==> config.mk <==
export PLATFORM = sky130hd
export DESIGN_NAME = pixel_array_sequencer
export DESIGN_NICKNAME = d
export VERILOG_FILES = /design/src/rtl/pixel_array_sequencer.sv
export SDC_FILE = /design/constraint.sdc
export NUM_CORES = 1
export LEC_CHECK = 0
export BUFFER_PORTS_ARGS = -buffer_cell sky130_fd_sc_hd__buf_2
export CAP_MARGIN = 20
export CORE_MARGIN = 4
export CORE_UTILIZATION = 50
export CTS_CLUSTER_SIZE = 28
export DETAILED_ROUTE_END_ITERATION = 6
export PLACE_DENSITY = 0.91
export SYNTH_ARGS = -nofsm -noshare
export SYNTH_HDL_FRONTEND = slang
export SYNTH_SLANG_ARGS = --single-unit
==> constraint.sdc <==
create_clock -name CLK -period 5.05 [get_ports CLK]
set_input_delay 0.7575 -clock CLK [delete_from_list [all_inputs] [get_ports CLK]]
set_output_delay 0.7575 -clock CLK [all_outputs]
set_load 0.1 [all_outputs]
==> src/rtl/pixel_array_sequencer.sv <==
// Pixel array frame sequencer: erase, expose, ramp conversion, then row-by-row
// readout with a valid/ready handshake on the captured row.
module pixel_array_sequencer #(
  parameter int unsigned PIXEL_ARRAY_HEIGHT = 2,
  parameter int unsigned PIXEL_ARRAY_WIDTH  = 2,
  parameter int unsigned PIXEL_BITS         = 8,
  parameter int unsigned ERASE_CYCLES       = 5,
  parameter int unsigned EXPOSE_CYCLES      = 10
) (
  input  logic                                        CLK,
  input  logic                                        RESET,
  input  logic                                        START,
  output logic                                        BUSY,
  output logic                                        ERASE,
  output logic                                        EXPOSE,
  output logic                                        RAMP,
  output logic [7:0]                                  COUNTER,
  output logic [PIXEL_ARRAY_HEIGHT-1:0]               READ,
  input  logic [PIXEL_ARRAY_WIDTH*PIXEL_BITS-1:0]     PIXEL_DATA,
  output logic [PIXEL_ARRAY_WIDTH*PIXEL_BITS-1:0]     OUT_DATA,
  output logic [((PIXEL_ARRAY_HEIGHT > 1) ? $clog2(PIXEL_ARRAY_HEIGHT) : 1)-1:0] OUT_ROW,
  output logic                                        OUT_VALID,
  input  logic                                        OUT_READY,
  output logic                                        FRAME_DONE
);

  localparam int unsigned ROW_W   = (PIXEL_ARRAY_HEIGHT > 1) ? $clog2(PIXEL_ARRAY_HEIGHT) : 1;
  localparam int unsigned DATA_W  = PIXEL_ARRAY_WIDTH * PIXEL_BITS;
  localparam int unsigned MAX_EE  = (ERASE_CYCLES > EXPOSE_CYCLES) ? ERASE_CYCLES : EXPOSE_CYCLES;
  localparam int unsigned MAX_CYC = (MAX_EE > 256) ? MAX_EE : 256;
  // One extra value of headroom so the terminal count is always representable.
  localparam int unsigned CNT_W   = $clog2(MAX_CYC + 1);

  localparam logic [CNT_W-1:0] ERASE_LAST  = CNT_W'(ERASE_CYCLES - 1);
  localparam logic [CNT_W-1:0] EXPOSE_LAST = CNT_W'(EXPOSE_CYCLES - 1);
  localparam logic [CNT_W-1:0] CONV_LAST   = CNT_W'(255);
  localparam logic [ROW_W-1:0] ROW_LAST    = ROW_W'(PIXEL_ARRAY_HEIGHT - 1);

  typedef enum logic [2:0] {
    StIdle,
    StErase,
    StExpose,
    StConvert,
    StReadRow,
    StOutput,
    StDone
  } state_e;

  state_e              state_q, state_d;
  logic [CNT_W-1:0]    cnt_q, cnt_d;
  logic [ROW_W-1:0]    row_q, row_d;
  logic [DATA_W-1:0]   out_data_q;
  logic [ROW_W-1:0]    out_row_q;

  // State, cycle counter, row index and captured row registers.
  always_ff @(posedge CLK) begin
    if (RESET) begin
      state_q    <= StIdle;
      cnt_q      <= '0;
      row_q      <= '0;
      out_data_q <= '0;
      out_row_q  <= '0;
    end else begin
      state_q <= state_d;
      cnt_q   <= cnt_d;
      row_q   <= row_d;
      // Row bus is only meaningful while its read select is asserted.
      if (state_q == StReadRow) begin
        out_data_q <= PIXEL_DATA;
        out_row_q  <= row_q;
      end
    end
  end

  // Next-state logic: phase timing via the shared cycle counter.
  always_comb begin
    state_d = state_q;
    cnt_d   = cnt_q;
    row_d   = row_q;
    case (state_q)
      StIdle: begin
        cnt_d = '0;
        row_d = '0;
        if (START) state_d = StErase;
      end
      StErase: begin
        if (cnt_q == ERASE_LAST) begin
          cnt_d   = '0;
          state_d = StExpose;
        end else begin
          cnt_d = cnt_q + 1'b1;
        end
      end
      StExpose: begin
        if (cnt_q == EXPOSE_LAST) begin
          cnt_d   = '0;
          state_d = StConvert;
        end else begin
          cnt_d = cnt_q + 1'b1;
        end
      end
      StConvert: begin
        if (cnt_q == CONV_LAST) begin
          cnt_d   = '0;
          row_d   = '0;
          state_d = StReadRow;
        end else begin
          cnt_d = cnt_q + 1'b1;
        end
      end
      StReadRow: begin
        state_d = StOutput;
      end
      StOutput: begin
        if (OUT_READY) begin
          if (row_q == ROW_LAST) begin
            row_d   = '0;
            state_d = StDone;
          end else begin
            row_d   = row_q + 1'b1;
            state_d = StReadRow;
          end
        end
      end
      StDone: begin
        state_d = StIdle;
      end
      default: begin
        state_d = StIdle;
        cnt_d   = '0;
        row_d   = '0;
      end
    endcase
  end

  // Moore outputs decoded from the current state.
  always_comb begin
    BUSY       = (state_q != StIdle);
    ERASE      = (state_q == StErase);
    EXPOSE     = (state_q == StExpose);
    RAMP       = (state_q == StConvert);
    COUNTER    = (state_q == StConvert) ? cnt_q[7:0] : 8'd0;
    OUT_VALID  = (state_q == StOutput);
    FRAME_DONE = (state_q == StDone);
    OUT_DATA   = out_data_q;
    OUT_ROW    = out_row_q;
    READ       = '0;
    for (int i = 0; i < int'(PIXEL_ARRAY_HEIGHT); i++) begin
      READ[i] = (state_q == StReadRow) && (row_q == ROW_W'(i));
    end
  end

endmodule

== Word-level counts from Yosys, hierarchy flattened ==
Cells that the tools add are included.
Cells by class
  add/sub/neg operators: 2
  eq/ne operators: 14
  multiplexer cells: 16
  bitwise logic cells: 2
  reductions and logical operators: 8
Operators with widths (number)
  case mux 9 bit (4 select lines): 1
  2-to-1 mux 9 bit: 3
  case mux 3 bit (6 select lines): 1
  2-to-1 mux 3 bit: 5
  adder 9 x 1 -> 9 bit (second input constant): 1
  == test 3 bit (second input constant): 3
  == test 9 x 3 -> 1 bit (second input constant): 1
  == test 9 x 4 -> 1 bit (second input constant): 1
  == test 9 x 8 -> 1 bit (second input constant): 1
  2-to-1 mux 8 bit: 1
  inequality test 2 x 1 -> 1 bit (second input constant): 4
  == test 3 x 2 -> 1 bit (second input constant): 2
  AND reduction 5 bit: 1
  OR reduction 4 bit: 1
  == test 3 x 1 -> 1 bit (second input constant): 1
  logical NOT 3 bit: 1
  2-to-1 mux 1 bit: 3
  case mux 1 bit (3 select lines): 1
  AND reduction 3 bit: 1
  nonzero test 3 bit: 1
  OR reduction 3 bit: 1
  logical AND 1 bit: 2
  2-to-1 mux 2 bit: 1
  inequality test 2 bit (second input constant): 1
  2 further kinds: 3
Word-level totals
  register bits after elaboration: 30
  bits of input ports: 20
  output and inout port bits: 33
  word-level logic and storage cells: 47

== Logic depth before layout (Yosys ltp) ==
  word-level depth: 4
  depth in mapped cells: 12
  depth with buffers taken out: 11

== Worst setup path after synthesis ==
No wires, ideal clock.
  path kind: register to register
  from: register state_q[0]
  to: register state_q[1]
  data arrival time: 4.092 ns
  data required time: 4.987 ns
  slack: 0.895 ns
  stages on the path, launching flop included: 8
  buffers on the path: 2
  clock period less this slack: 4.155 ns
  cell sequence: dfxtp_1 > buf_6 > nor3b_1 > a22oi_1 > and3_1 > buf_6 > a2111oi_4 > nand3b_1
Between the ends
  word-level cells in the longest chain between the ends: 3
RTL lines
  start: declaration: RTL line 49  | state_e state_q, state_d;
  start signal: assignment: RTL line 58  | state_q <= StIdle;
  start signal: assignment: RTL line 64  | state_q <= state_d;
  == test 3 x 1 -> 1 bit (*)
  net ERASE: RTL line 14  | output logic ERASE,
  inequality test 2 x 1 -> 1 bit (no source line)
  AND reduction 5 bit (no source line)
The timed path passes the listed nets; every way through them passes the cells marked *.
A chain may end at the register's enable or synchronous reset.

== Final worst setup path ==
  from: register state_q[1]
  to: output COUNTER[1]
Between the ends
  word-level cells in the longest chain between the ends: 2
RTL lines
  == test 3 x 2 -> 1 bit: RTL line 142  | COUNTER = (state_q == StConvert) ? cnt_q[7:0] : 8'd0;
  2-to-1 mux 8 bit: RTL line 142
  end: declaration: RTL line 17  | output logic [7:0] COUNTER,
No other way between the ends.

==> qor.json <==
{
  "status": "finished, final reports clean",
  "layout.cells.most_common": "sky130_fd_sc_hd__buf_2",
  "postSynthCellCount": 195,
  "drtPass1Iterations": 4,
  "floorplan.io_pins": 53,
  "post_dp_cell_area_um2": 1780,
  "setup_tns_ns": 0,
  "number_of_enable_type_register_cells_in_the_synthesized_netlist": 0,
  "die_area_um2": 4050,
  "synth.area.mux_share": 0,
  "cts.hold.buffers_added": 0,
  "max-slew-margin-rel": 0.582,
  "start_kind": "flip-flop",
  "drt_wl_total_um": 3450,
  "hold_viol": 0,
  "final_max_slew_viols": 0,
  "post_drt_wl_per_cell_um": 12.6,
  "drtIter0Drc": 115,
  "cts-root-buf": "sky130_fd_sc_hd__clkbuf_4",
  "maxCapViolations": 0,
  "initial_core_util": 0.542,
  "net-switching-power_mw": 0.326,
  "post-route-drc-count": 0,
  "regArea_um2": 601,
  "synth_fp_nets": 220,
  "vias": 1492,
  "power.combinational.fraction": 0.399,
  "wirelength_met1_um": 1490,
  "cts_buffer_depth": 2,
  "avgSynthCellArea_um2": 7.93,
  "max_vdd_drop_mv": 0.215,
  "rsz0062_at_grt": "no",
  "post-route-period-util": 0.603,
  "clkSinkCount": 30,
  "worstPathRequired_ns": 4.29,
  "pwr-share-clk": 0.186,
  "routed_via_density": 5.47,
  "synth-main-ff-cell": "sky130_fd_sc_hd__dfxtp_1",
  "grt_remaining_overflow": 0,
  "worst-r2r-cell-count": 11,
  "dpl_ws_ns": 2.36,
  "pin_count_of_the_biggest_net_entering_global_routing": 30,
  "fmaxAchievable_ghz": 0.328,
  "worst_slew_pin_slew_ns": 0.627,
  "fill_cells": 257,
  "power.density_nw_per_um2": 385,
  "post-dp-hpwl_um": 2500,
  "vias_in_the_first_global_route": 1319,
  "ant_nets": 0,
  "synth-async-reset-ratio": 0,
  "cellLeakagePower_nw": 0.821,
  "detailroute.wirelength.met3_um": 272,
  "synth_area_um2": 1550,
  "core_um2": 2850,
  "number_of_storage_elements_in_the_synthesis_netlist": 30,
  "synth-simple-area-share": 0.311,
  "hold_path_depth": 2,
  "synth-warning-count": 0,
  "grt_first_pass_wirelength_um": 5700,
  "synthAdderAreaFrac": 0.0405,
  "post_synth_num_cell_types": 36,
  "global_router_s_overall_resource_usage": 0.173,
  "cts_setup_buffers": 0,
  "die_w_um": 63.6,
  "gp_routability_congestion": 0.787,
  "highest-signal-layer": "met4",
  "finalNetCount": 267,
  "sequential_to_total_area_share_from_yosys_stat": 0.388,
  "clock_tree_from_tritoncts": "yes",
  "drive_above_1_share": 0.260,
  "xor_and_xnor_area_share_after_synthesis": 0.0227,
  "final_cell_mix": "sky130_fd_sc_hd__buf_2 (52), sky130_fd_sc_hd__nand2_1 (42), sky130_fd_sc_hd__dfxtp_1 (30), sky130_fd_sc_hd__a21oi_1 (22), sky130_fd_sc_hd__nand3_1 (11)",
  "power_frac_seq": 0.415,
  "cts.reportedPaths.clkPinSlew_ns": 0.09,
  "layout-area-overhead-vs-synth_pct": 18.1,
  "whs_ns": 0.455,
  "worst_skew_pair.late_latency_ns": 0.33,
  "wl_met2_um": 1610,
  "worstSetupEndpointType": "primary output",
  "fin_skew_ns": 0.00835,
  "post_layout_total_power_mw": 0.703,
  "critPathArrivalTime_ns": 2.29,
  "tritoncts.num_buffers": 5,
  "port-buffer-count": 52,
  "grt_antenna_before_repair": 0,
  "antenna_cells_inserted": 0,
  "cellInternalPower_mw": 0.377,
  "die_y_um": 63.6,
  "synth-compound-area-share": 0.171,
  "worst_hold_path_type": "reg2reg",
  "critPathMaxFanout": 15,
  "period_minus_slack_ns": 3.04,
  "rows": 19,
  "multi_input_comb_area_um2": 842,
  "synth_top_family_by_area": "simple AND/OR/NAND/NOR gates",
  "finish.instance_area_um2": 1830,
  "timing.final.setup_violations": 0,
  "timing.setup.critical_path_class": "reg2out",
  "final_setup_margin_ns": 2.01,
  "p_sw_frac": 0.464,
  "htree_num_levels": 2,
  "cts.repair.resized": 0
}
## cell usage after synthesis (all sizes together), types with 3 or more instances
cell	n	area share
nand2	42	0.10
dfxtp	30	0.39
a21oi	22	0.071
nand3	11	0.036
and2	9	0.036
nor2	9	0.022
clkbuf	8	0.019
inv	8	0.019
nor3b	6	0.032
buf	5	0.028
ha	5	0.040
nand3b	5	0.024
and3	4	0.016
a22o	3	0.017
o21ai	3	0.0097
xnor2	3	0.017
## critical path, stage by stage (launching register included)
cell and delay (ns):
sky130_fd_sc_hd__dfxtp_1 0.60, sky130_fd_sc_hd__inv_1 0.22, sky130_fd_sc_hd__nor3b_2 0.52, sky130_fd_sc_hd__and2_1 0.20
sky130_fd_sc_hd__buf_2 0.42
## cell type report
cell class / count / share of cell area
clock buffers: 5 / 0.0205
clock inverters: 2 / 0.00548
inverters: 8 / 0.0164
multi-input cells: 144 / 0.461
flip-flops and latches: 30 / 0.329
well taps: 31 / 0.0212
repair buffers: 53 / 0.147
## cell families (layout without fill, tap and decap cells)
group                      Yosys count  after routing
and+or+nand+nor                     95             95
AOI/OAI and AO/OA                   40             40
DFF                                 30             30
buffers and inverters               21             68
adders and majority gates            5              5
xor gates and xnor gates             4              4
## routing by layer
layer,up-vias,global-route usage
li1,757,-
met5,-,0
met3,12,0.0622
met1,671,0.209
met4,0,0.0836
met2,52,0.272
## registers in the layout (all words and copies together) (netlist names)
register,count
state_q,3
OUT_ROW,1
OUT_DATA,16
row_q,1
cnt_q,9
## per-stage QoR
step | cells | util
after detailed placement | 266 | 0.624
after floorplan | 195 | -
after CTS | 273 | 0.640
after global routing | 273 | 0.640
final | 273 | 0.640
after global placement | 266 | 0.624
## power groups by stage
| stage | logic (mW) | clock network (mW) | registers, mW |
|---|---|---|---|
| global placement | 0.278 | 0 | 0.295 |
| detailed placement | 0.281 | 0 | 0.297 |
| CTS | 0.282 | 0.134 | 0.291 |
| floorplan | 0.254 | 0 | 0.297 |
| finish | 0.280 | 0.130 | 0.292 |
| global route | 0.300 | 0.144 | 0.297 |
## worst paths after layout
check                           slack (ns)        start     endpoint
worst max-delay path                  2.01   state_q[1]   COUNTER[1]
worst min-delay path                  0.46  OUT_DATA[2]  OUT_DATA[2]
worst max register to register        2.39     cnt_q[0]   state_q[1]
worst min register to register        0.46  OUT_DATA[2]  OUT_DATA[2]
Power figures use the tool's default switching activity.
